--- config.mk ---
export PLATFORM = sky130hd
export DESIGN_NAME = face_list_buffer
export DESIGN_NICKNAME = d
export VERILOG_FILES = /design/src/rtl/face_det_pkg.sv /design/src/rtl/face_list_bank.sv /design/src/rtl/face_list_buffer.sv
export SDC_FILE = /design/constraint.sdc
export NUM_CORES = 1
export LEC_CHECK = 0
export ABC_AREA = 0
export BUFFER_PORTS_ARGS = -buffer_cell sky130_fd_sc_hd__clkbuf_2
export CAP_MARGIN = 20
export CELL_PAD_IN_SITES_DETAIL_PLACEMENT = 1
export CELL_PAD_IN_SITES_GLOBAL_PLACEMENT = 2
export CORE_MARGIN = 8
export CORE_UTILIZATION = 50
export DETAILED_ROUTE_END_ITERATION = 16
export PLACE_DENSITY = 0.88
export SLEW_MARGIN = 30
export SYNTH_ARGS = -nofsm -noshare
export SYNTH_HDL_FRONTEND = slang
export SYNTH_SLANG_ARGS = --single-unit
--- constraint.sdc ---
create_clock -name iClk -period 7.35 [get_ports iClk]
set_clock_uncertainty 0.2 [all_clocks]
set_input_delay 1.1025 -clock iClk [delete_from_list [all_inputs] [get_ports iClk]]
set_output_delay 1.1025 -clock iClk [all_outputs]
set_load 0.05 [all_outputs]
--- src/rtl/face_det_pkg.sv ---
// Shared constants and types for the face-detection list path.
// Holds entry geometry, verdict codes and the list buffer state encoding.
package face_det_pkg;

  localparam int unsigned FACE_LIST_DEPTH = 16;
  localparam int unsigned FACE_POS_W      = 21;
  localparam int unsigned SIZE_W          = 2;
  localparam int unsigned ENTRY_W         = SIZE_W + FACE_POS_W;
  localparam int unsigned IDX_W           = 4;
  localparam int unsigned CNT_W           = 5;

  localparam logic [1:0] PASS_ACCEPT = 2'b11;
  localparam logic [1:0] PASS_REJECT = 2'b10;

  typedef enum logic [1:0] {
    StIdle   = 2'd0,
    StStream = 2'd1,
    StPend   = 2'd2
  } fl_state_e;

endpackage

--- src/rtl/face_list_bank.sv ---
// One 16-entry bank of face entries: single write port, asynchronous read port.
// Contents are not reset; validity is tracked by the owner's counters.
module face_list_bank
  import face_det_pkg::*;
(
  input  logic               iClk,
  input  logic               iWe,
  input  logic [IDX_W-1:0]   iWaddr,
  input  logic [ENTRY_W-1:0] iWdata,
  input  logic [IDX_W-1:0]   iRaddr,
  output logic [ENTRY_W-1:0] oRdata
);

  logic [ENTRY_W-1:0] mem_q [FACE_LIST_DEPTH];

  always_ff @(posedge iClk) begin
    if (iWe) begin
      mem_q[iWaddr] <= iWdata;
    end
  end

  assign oRdata = mem_q[iRaddr];

endmodule

--- src/rtl/face_list_buffer.sv ---
// Double-buffered face list: captures accepted faces into one bank while the
// other bank, closed at frame end, is streamed out to the overlay drawer.
module face_list_buffer
  import face_det_pkg::*;
(
  input  logic                  iClk,
  input  logic                  iReset_n,
  input  logic [1:0]            iPass,
  input  logic [SIZE_W-1:0]     iSize,
  input  logic [FACE_POS_W-1:0] iFace_Pos,
  input  logic                  iFrame_Start,
  input  logic                  iFrame_End,
  input  logic                  iRd_Ready,
  output logic                  oRd_Valid,
  output logic [SIZE_W-1:0]     oRd_Size,
  output logic [FACE_POS_W-1:0] oRd_Pos,
  output logic                  oRd_Last,
  output logic [CNT_W-1:0]      oCount,
  output logic                  oOverflow,
  output logic                  oBusy
);

  fl_state_e          state_q, state_d;
  logic               bank_sel_q, bank_sel_d;
  logic [CNT_W-1:0]   wr_cnt_q, wr_cnt_d;
  logic               ovf_q, ovf_d;
  logic [IDX_W-1:0]   rd_idx_q, rd_idx_d;
  logic               pend_q, pend_d;
  logic               valid_q, valid_d;
  logic               last_q, last_d;
  logic [ENTRY_W-1:0] data_q, data_d;
  logic [CNT_W-1:0]   count_q, count_d;

  logic               accept;
  logic [CNT_W-1:0]   wr_base;
  logic               cap_we;
  logic [CNT_W-1:0]   wr_cnt_cap;
  logic [ENTRY_W-1:0] wr_entry;
  logic [IDX_W-1:0]   rd_nxt;
  logic [IDX_W-1:0]   raddr0, raddr1;
  logic [ENTRY_W-1:0] rdata0, rdata1;
  logic [ENTRY_W-1:0] cap_rdata, disp_rdata, head_entry;
  logic               hs;

  // Frame start clears first, so a same-cycle accept lands at index 0.
  assign accept     = (iPass == PASS_ACCEPT);
  assign wr_base    = iFrame_Start ? '0 : wr_cnt_q;
  assign cap_we     = accept && (wr_base != CNT_W'(FACE_LIST_DEPTH));
  assign wr_cnt_cap = cap_we ? wr_base + CNT_W'(1) : wr_base;
  assign wr_entry   = {iSize, iFace_Pos};
  assign ovf_d      = (ovf_q & ~iFrame_Start) | (accept & ~cap_we);

  assign rd_nxt = rd_idx_q + IDX_W'(1);
  assign hs     = valid_q & iRd_Ready;

  // bank_sel_q names the capture bank; the other one is on display.
  assign raddr0     = bank_sel_q ? rd_nxt : '0;
  assign raddr1     = bank_sel_q ? '0 : rd_nxt;
  assign cap_rdata  = bank_sel_q ? rdata1 : rdata0;
  assign disp_rdata = bank_sel_q ? rdata0 : rdata1;
  // A write to entry 0 on the swap cycle is not in the array yet.
  assign head_entry = (cap_we && (wr_base == '0)) ? wr_entry : cap_rdata;

  face_list_bank u_bank0 (
    .iClk   (iClk),
    .iWe    (cap_we & ~bank_sel_q),
    .iWaddr (wr_base[IDX_W-1:0]),
    .iWdata (wr_entry),
    .iRaddr (raddr0),
    .oRdata (rdata0)
  );

  face_list_bank u_bank1 (
    .iClk   (iClk),
    .iWe    (cap_we & bank_sel_q),
    .iWaddr (wr_base[IDX_W-1:0]),
    .iWdata (wr_entry),
    .iRaddr (raddr1),
    .oRdata (rdata1)
  );

  always_comb begin
    state_d    = state_q;
    bank_sel_d = bank_sel_q;
    wr_cnt_d   = wr_cnt_cap;
    rd_idx_d   = rd_idx_q;
    pend_d     = pend_q;
    valid_d    = valid_q;
    last_d     = last_q;
    data_d     = data_q;
    count_d    = count_q;

    case (state_q)
      StIdle, StPend: begin
        if ((state_q == StPend) || iFrame_End) begin
          bank_sel_d = ~bank_sel_q;
          count_d    = wr_cnt_cap;
          wr_cnt_d   = '0;
          pend_d     = 1'b0;
          rd_idx_d   = '0;
          if (wr_cnt_cap != '0) begin
            state_d = StStream;
            valid_d = 1'b1;
            data_d  = head_entry;
            last_d  = (wr_cnt_cap == CNT_W'(1));
          end else begin
            state_d = StIdle;
            valid_d = 1'b0;
            data_d  = '0;
            last_d  = 1'b0;
          end
        end
      end
      StStream: begin
        if (iFrame_End) begin
          pend_d = 1'b1;
        end
        if (hs) begin
          if (last_q) begin
            valid_d  = 1'b0;
            last_d   = 1'b0;
            data_d   = '0;
            rd_idx_d = '0;
            state_d  = pend_d ? StPend : StIdle;
          end else begin
            rd_idx_d = rd_nxt;
            data_d   = disp_rdata;
            last_d   = ({1'b0, rd_nxt} == (count_q - CNT_W'(1)));
          end
        end
      end
      default: begin
        state_d = StIdle;
        valid_d = 1'b0;
        last_d  = 1'b0;
      end
    endcase
  end

  always_ff @(posedge iClk) begin
    if (!iReset_n) begin
      state_q    <= StIdle;
      bank_sel_q <= 1'b0;
      wr_cnt_q   <= '0;
      ovf_q      <= 1'b0;
      rd_idx_q   <= '0;
      pend_q     <= 1'b0;
      valid_q    <= 1'b0;
      last_q     <= 1'b0;
      data_q     <= '0;
      count_q    <= '0;
    end else begin
      state_q    <= state_d;
      bank_sel_q <= bank_sel_d;
      wr_cnt_q   <= wr_cnt_d;
      ovf_q      <= ovf_d;
      rd_idx_q   <= rd_idx_d;
      pend_q     <= pend_d;
      valid_q    <= valid_d;
      last_q     <= last_d;
      data_q     <= data_d;
      count_q    <= count_d;
    end
  end

  assign oRd_Valid = valid_q;
  assign oRd_Last  = last_q;
  assign oRd_Size  = data_q[ENTRY_W-1 -: SIZE_W];
  assign oRd_Pos   = data_q[FACE_POS_W-1:0];
  assign oCount    = count_q;
  assign oOverflow = ovf_q;
  assign oBusy     = (state_q != StIdle) | pend_q;

endmodule
==> impl_metrics.json, run 1 <==
{
  "status": "finished clean",
  "max-cap-violations": 0,
  "areaGrowthSynthToFinish_pct": 12.2,
  "yosys_register_bits": 780,
  "synthTopCellsByArea": "edfxtp_1, mux4_2, dfxtp_1",
  "post_cts_buffers": 0,
  "setup_tns_ps": 0,
  "pre_cts_ws_ps": 2970,
  "antenna_found_initial": 3,
  "ir_drop_mv": 0.147,
  "slew_headroom": 0.336,
  "wire_per_inst_um": 31.6,
  "synth_warnings": 0,
  "syn_nets": 2084,
  "ant_nets": 0,
  "coreArea_sq_um": 62700,
  "fin_nets": 2138,
  "synth_edf_count": 736,
  "vias": 19876,
  "synth_ff_type": "edfxtp_1",
  "start_util": 0.504,
  "clockRootBuffer": "clkbuf_16",
  "globalRouteTotalUtil": 0.263,
  "post-route-min-period_ps": 4310,
  "drt-total-wl_um": 95100,
  "place.detailed.hpwl_um": 55000,
  "cellPowerDensity_nw_per_um2": 273,
  "clkTransAtPathRegs_ps": 60,
  "fill_cells": 5795,
  "gp_congestion": 0.864,
  "die_area_sq_um": 71500,
  "drc": 0,
  "drt-vias-per-instance": 6.60,
  "synthMostInstantiatedCell": "edfxtp_1",
  "arrival_ps": 4610,
  "grt_overflow": 0,
  "die_w_um": 267,
  "maxSlewViolCount": 0,
  "cp.required_ps": 7650,
  "fin_ws_ps": 3040,
  "synth_top_area_cell": "edfxtp_1",
  "cts_buffers": 78,
  "finalSetupViolCount": 0,
  "io_pins": 62,
  "grt_pass1_vias": 21047,
  "holdBufCountCts": 0,
  "cts_resized": 0,
  "synth_commonest_cells": "edfxtp_1, nand2_1, a21oi_1",
  "worst_pin_slew_ps": 996,
  "reg2reg_slack_ps": 3040,
  "synthArstFlopShare": 0,
  "first_iter_violations": 2113,
  "worst_skew_pair.late_latency_ps": 630,
  "htree_levels": 3,
  "rsz0062_at_grt": "false",
  "numPortBuffers": 61,
  "synth_top_area_frac": 0.699,
  "dr.pass1.iters": 6,
  "max_freq_mhz": 232,
  "finalCritPeriodShare": 0.586,
  "end_kind": "flop",
  "worstPathMaxFanout": 69,
  "syn_avg_cell_area_sq_um": 15.4,
  "synth_cell_types": 70,
  "criticalPathCategory": "reg -> reg",
  "syn_inst": 2049,
  "drive_gt1_frac": 0.183,
  "grt_pass1_wl_um": 139000,
  "hold_violations": 0,
  "clock-sinks": 780,
  "leakage_uw": 0.0112,
  "hp-class": "reg -> reg",
  "start_kind": "flop",
  "die_height_um": 267,
  "syn-cell-area_sq_um": 31600,
  "grt_max_degree": 70,
  "cts_buffer_depth": 3,
  "cts_tree": "built",
  "num_rows": 92,
  "yosysSeqAreaShare": 0.727
}
## sequential cells by signal (all words and copies together) (netlist names)
| signal | count |
|---|---|
| oRd_Valid | 1 |
| state_q | 2 |
| oOverflow | 1 |
| pend_q | 1 |
| rd_idx_q | 4 |
| u_bank0.mem_q | 368 |
| bank_sel_q | 1 |
| oRd_Last | 1 |
| u_bank1.mem_q | 368 |
| data_q | 23 |
| wr_cnt_q | 5 |
| oCount | 5 |
## worst max-delay path: stages (launching register included)
cell	delay, ps
dfxtp_4	430
ha_2	340
buf_4	530
nand2b_4	660
buf_4	500
a211oi_1	260
a311oi_1	90
o21ai_0	650
o211ai_1	190
a21oi_1	200
a21oi_1	100
## routing by layer
metal,share of wire,up-vias,GRT usage
met3,0.080,249,0.0510
met5,0.00017,-,0
met2,0.49,1000,0.438
li1,-,8226,-
met4,0.044,2,0.122
met1,0.38,10399,0.333
## kinds of logic after synthesis
family | Yosys count | share of synthesized area
xor+xnor | 14 | 0.00495
mux | 169 | 0.0750
buf+inv | 154 | 0.0224
flops | 780 | 0.727
compound gates | 509 | 0.106
simple gates | 418 | 0.0626
fa+ha+maj | 5 | 0.00198
## final cells by class
cell class,instances,area [sq um],share of cell area
clock inverter,44,523,0.0147
tap,846,1060,0.0299
inverter,12,50.0,0.00141
multi-input combinational,1115,8040,0.227
antenna,1,2.50,0.0000706
timing repair buffer,116,718,0.0203
sequential,780,23000,0.648
clock buffer,98,2080,0.0586
## cells in the final DEF (no fill, tap or decap), types with 11 or more instances in the layout
cell type / n
edfxtp_1: 736
nand2_1: 153
a21oi_1: 107
o22ai_1: 98
o21ai_0: 98
clkbuf_16: 80
mux2_2: 62
clkbuf_2: 60
mux2i_1: 59
buf_4: 55
nor2_1: 51
nand3_1: 51
mux4_2: 48
and2_1: 47
a211oi_1: 43
dfxtp_1: 42
a311oi_1: 38
nor3_1: 31
o211ai_1: 24
o211a_1: 21
or3_1: 20
o221ai_1: 19
clkbuf_1: 17
nor2_2: 15
clkinv_2: 14
a31oi_1: 12
bufinv_16: 11
## power breakdown
group / leakage (uW) / internal [uW] / switching, uW
clock network: 0.00127 / 2400 / 1690
logic: 0.00297 / 183 / 473
registers: 0.00698 / 4890 / 45.8
total: 0.0112 / 7470 / 2210
## path summary, 6_finish.rpt
kind | start | end | depth (start not counted)
worst max register to register | rd_idx_q[0]$_SDFFE_PN0P_ | data_q[17]$_SDFFE_PN0P_ | 10
worst min register to register | oRd_Valid$_SDFFE_PN0P_ | oRd_Valid$_SDFFE_PN0P_ | 2
worst min-delay path | oRd_Valid$_SDFFE_PN0P_ | oRd_Valid$_SDFFE_PN0P_ | 2
worst max-delay path | rd_idx_q[0]$_SDFFE_PN0P_ | data_q[17]$_SDFFE_PN0P_ | 10
## through the flow
step	hold WS (ps)	area, sq um	util	power (uW)	instances
after floorplan	263	31600	-	5400	2049
after global placement	280	32800	0.523	5640	2869
after detailed placement	316	32800	0.524	5670	2869
after CTS	324	35400	0.565	9720	3011
after global routing	353	35500	0.565	9920	3011
final	303	35500	0.565	9680	3012
No activity file was read; power rests on OpenSTA's default activity.
==> inputs of run 2 (changes only) <==
Settings changed: CORE_UTILIZATION 50 to 42, PLACE_DENSITY 0.88 to 0.79.
Clock period 7.35 ns to 3.75 ns, I/O delays scaled along.
==> impl_metrics.json, run 2 (synthesis results as in run 1) <==
{
  "status": "finished clean",
  "holdBufCountCts": 0,
  "antenna_found_initial": 5,
  "p_total_uw": 18600,
  "final_cell_mix": "edfxtp_1, nand2_1, a21oi_1, o22ai_1, o21ai_0",
  "worst_pin_slew_ps": 1010,
  "hold_ws_ps": 53.9,
  "numPortBuffers": 61,
  "top_regs": "u_bank0.mem_q (368), u_bank1.mem_q (368), data_q (23)",
  "setup_tns_ps": 0,
  "cp-endpoint": "data_q[13]$_SDFFE_PN0P_",
  "startpoint": "rd_idx_q[0]$_SDFFE_PN0P_",
  "clock-sinks": 780,
  "r2r_start": "rd_idx_q[0]$_SDFFE_PN0P_",
  "reg2reg_slack_ps": 500,
  "drt-vias-per-instance": 6.14,
  "post-route-min-period_ps": 3250,
  "finalCritPeriodShare": 0.867,
  "die_height_um": 290,
  "r2r_cells": 9,
  "die_area_sq_um": 84300,
  "coreArea_sq_um": 74400,
  "maxSlewViolCount": 0,
  "cts_buffers": 83,
  "pre_cts_ws_ps": 416,
  "first_iter_violations": 2038,
  "fill_cells": 7145,
  "hold_violations": 0,
  "criticalPathCategory": "reg -> reg",
  "cts_tree": "built",
  "post_cts_buffers": 0,
  "arrival_ps": 3560,
  "drt-total-wl_um": 93800,
  "rsz0062_at_grt": "false",
  "max_freq_mhz": 307,
  "ant_nets": 0,
  "cp.required_ps": 4060,
  "regArea_sq_um": 23000,
  "switching_power_uw": 4330,
  "wire_per_inst_um": 29.6,
  "num_rows": 100,
  "final_common_cell": "edfxtp_1",
  "final_core_util": 0.480,
  "finalSetupViolCount": 0,
  "vias": 19465,
  "dr.pass1.iters": 5,
  "cts_resized": 0,
  "fin_ws_ps": 497,
  "start_util": 0.425,
  "max-cap-violations": 0,
  "p_clk_frac": 0.409,
  "swShare": 0.233,
  "p_int_uw": 14300,
  "worstPathMaxFanout": 44,
  "sequentialPowerShare": 0.520,
  "drive_gt1_frac": 0.186,
  "r2r_end": "data_q[13]$_SDFFE_PN0P_",
  "areaGrowthSynthToFinish_pct": 13.2,
  "gp_congestion": 0.827,
  "worst_skew_pair.late_latency_ps": 630,
  "grt_overflow": 0,
  "globalRouteTotalUtil": 0.217,
  "clockRootBuffer": "clkbuf_16",
  "htree_levels": 3,
  "fin_nets": 2172,
  "p_comb_frac": 0.071,
  "leakage_uw": 0.0113,
  "hp-class": "in -> reg",
  "ir_drop_mv": 0.292,
  "multiInputGateArea_sq_um": 8010,
  "grt_pass1_vias": 20512,
  "start_kind": "flop",
  "grt_pass1_wl_um": 139000,
  "clkTransAtPathRegs_ps": 60,
  "drc": 0,
  "grt_max_degree": 57,
  "end_kind": "flop",
  "cellPowerDensity_nw_per_um2": 520,
  "slew_headroom": 0.328,
  "cts_buffer_depth": 3,
  "die_w_um": 290,
  "place.detailed.hpwl_um": 57000,
  "io_pins": 62
}
==> run 2: cell types whose count changed in the layout (fill, tap and decap cells not counted), sizes merged <==
cell	before	now
clkinvlp	3	1
bufinv	11	2
inv	16	14
clkinv	26	29
buf	56	84
clkbuf	158	176
diode	1	2
==> run 2: power groups by stage <==
stage / Clock (uW) / Sequential [uW] / Combinational (uW)
final: 7610 / 9660 / 1320
after global routing: 8010 / 9660 / 1400
after CTS: 7730 / 9660 / 1330
after detailed placement: 0 / 9840 / 1320
after global placement: 0 / 9840 / 1280
after floorplan: 0 / 9910 / 677
==> run 2: worst max-delay path: stages, from the launching register on <==
cell and delay, ps:
dfxtp_4 450, ha_2 290, xnor2_2 140, nor2_4 350, buf_12 310, a311oi_1 120
o21ai_0 440, o211ai_1 230, a21oi_1 430, a21oi_1 110
==> run 2: per-layer routing <==
layer / up-vias / GRT usage / routed length [um]
met5: - / 0 / 27
met4: 4 / 0.0809 / 3100
met3: 156 / 0.0337 / 5210
met2: 652 / 0.366 / 46000
met1: 10347 / 0.282 / 39400
li1: 8306 / - / -
==> run 2: through the flow <==
step                cell area [sq um]  cells
floorplan                       31600   2049
global placement                33300   3021
detailed placement              33300   3021
CTS                             35800   3170
global route                    35800   3170
finish                          35800   3172
==> run 2: layout make-up <==
class                   instances  share of cell area
multi-input cells            1115               0.224
clock inverters                34             0.00679
diodes                          2            0.000140
well taps                     969              0.0339
flip-flops and latches        780               0.643
clock buffers                 115              0.0623
inverters                      12             0.00140
repair buffers                145              0.0290
==> run 2: how the worst min path moves through the flow <==
stage                                   start                   to  cells past startpoint
final                              iFrame_End  pend_q$_SDFFE_PN0P_                      3
after global routing               iFrame_End  pend_q$_SDFFE_PN0P_                      3
after CTS                          iFrame_End  pend_q$_SDFFE_PN0P_                      3
after detailed placement  pend_q$_SDFFE_PN0P_  pend_q$_SDFFE_PN0P_                      2
after global placement    pend_q$_SDFFE_PN0P_  pend_q$_SDFFE_PN0P_                      2
after floorplan           pend_q$_SDFFE_PN0P_  pend_q$_SDFFE_PN0P_                      2
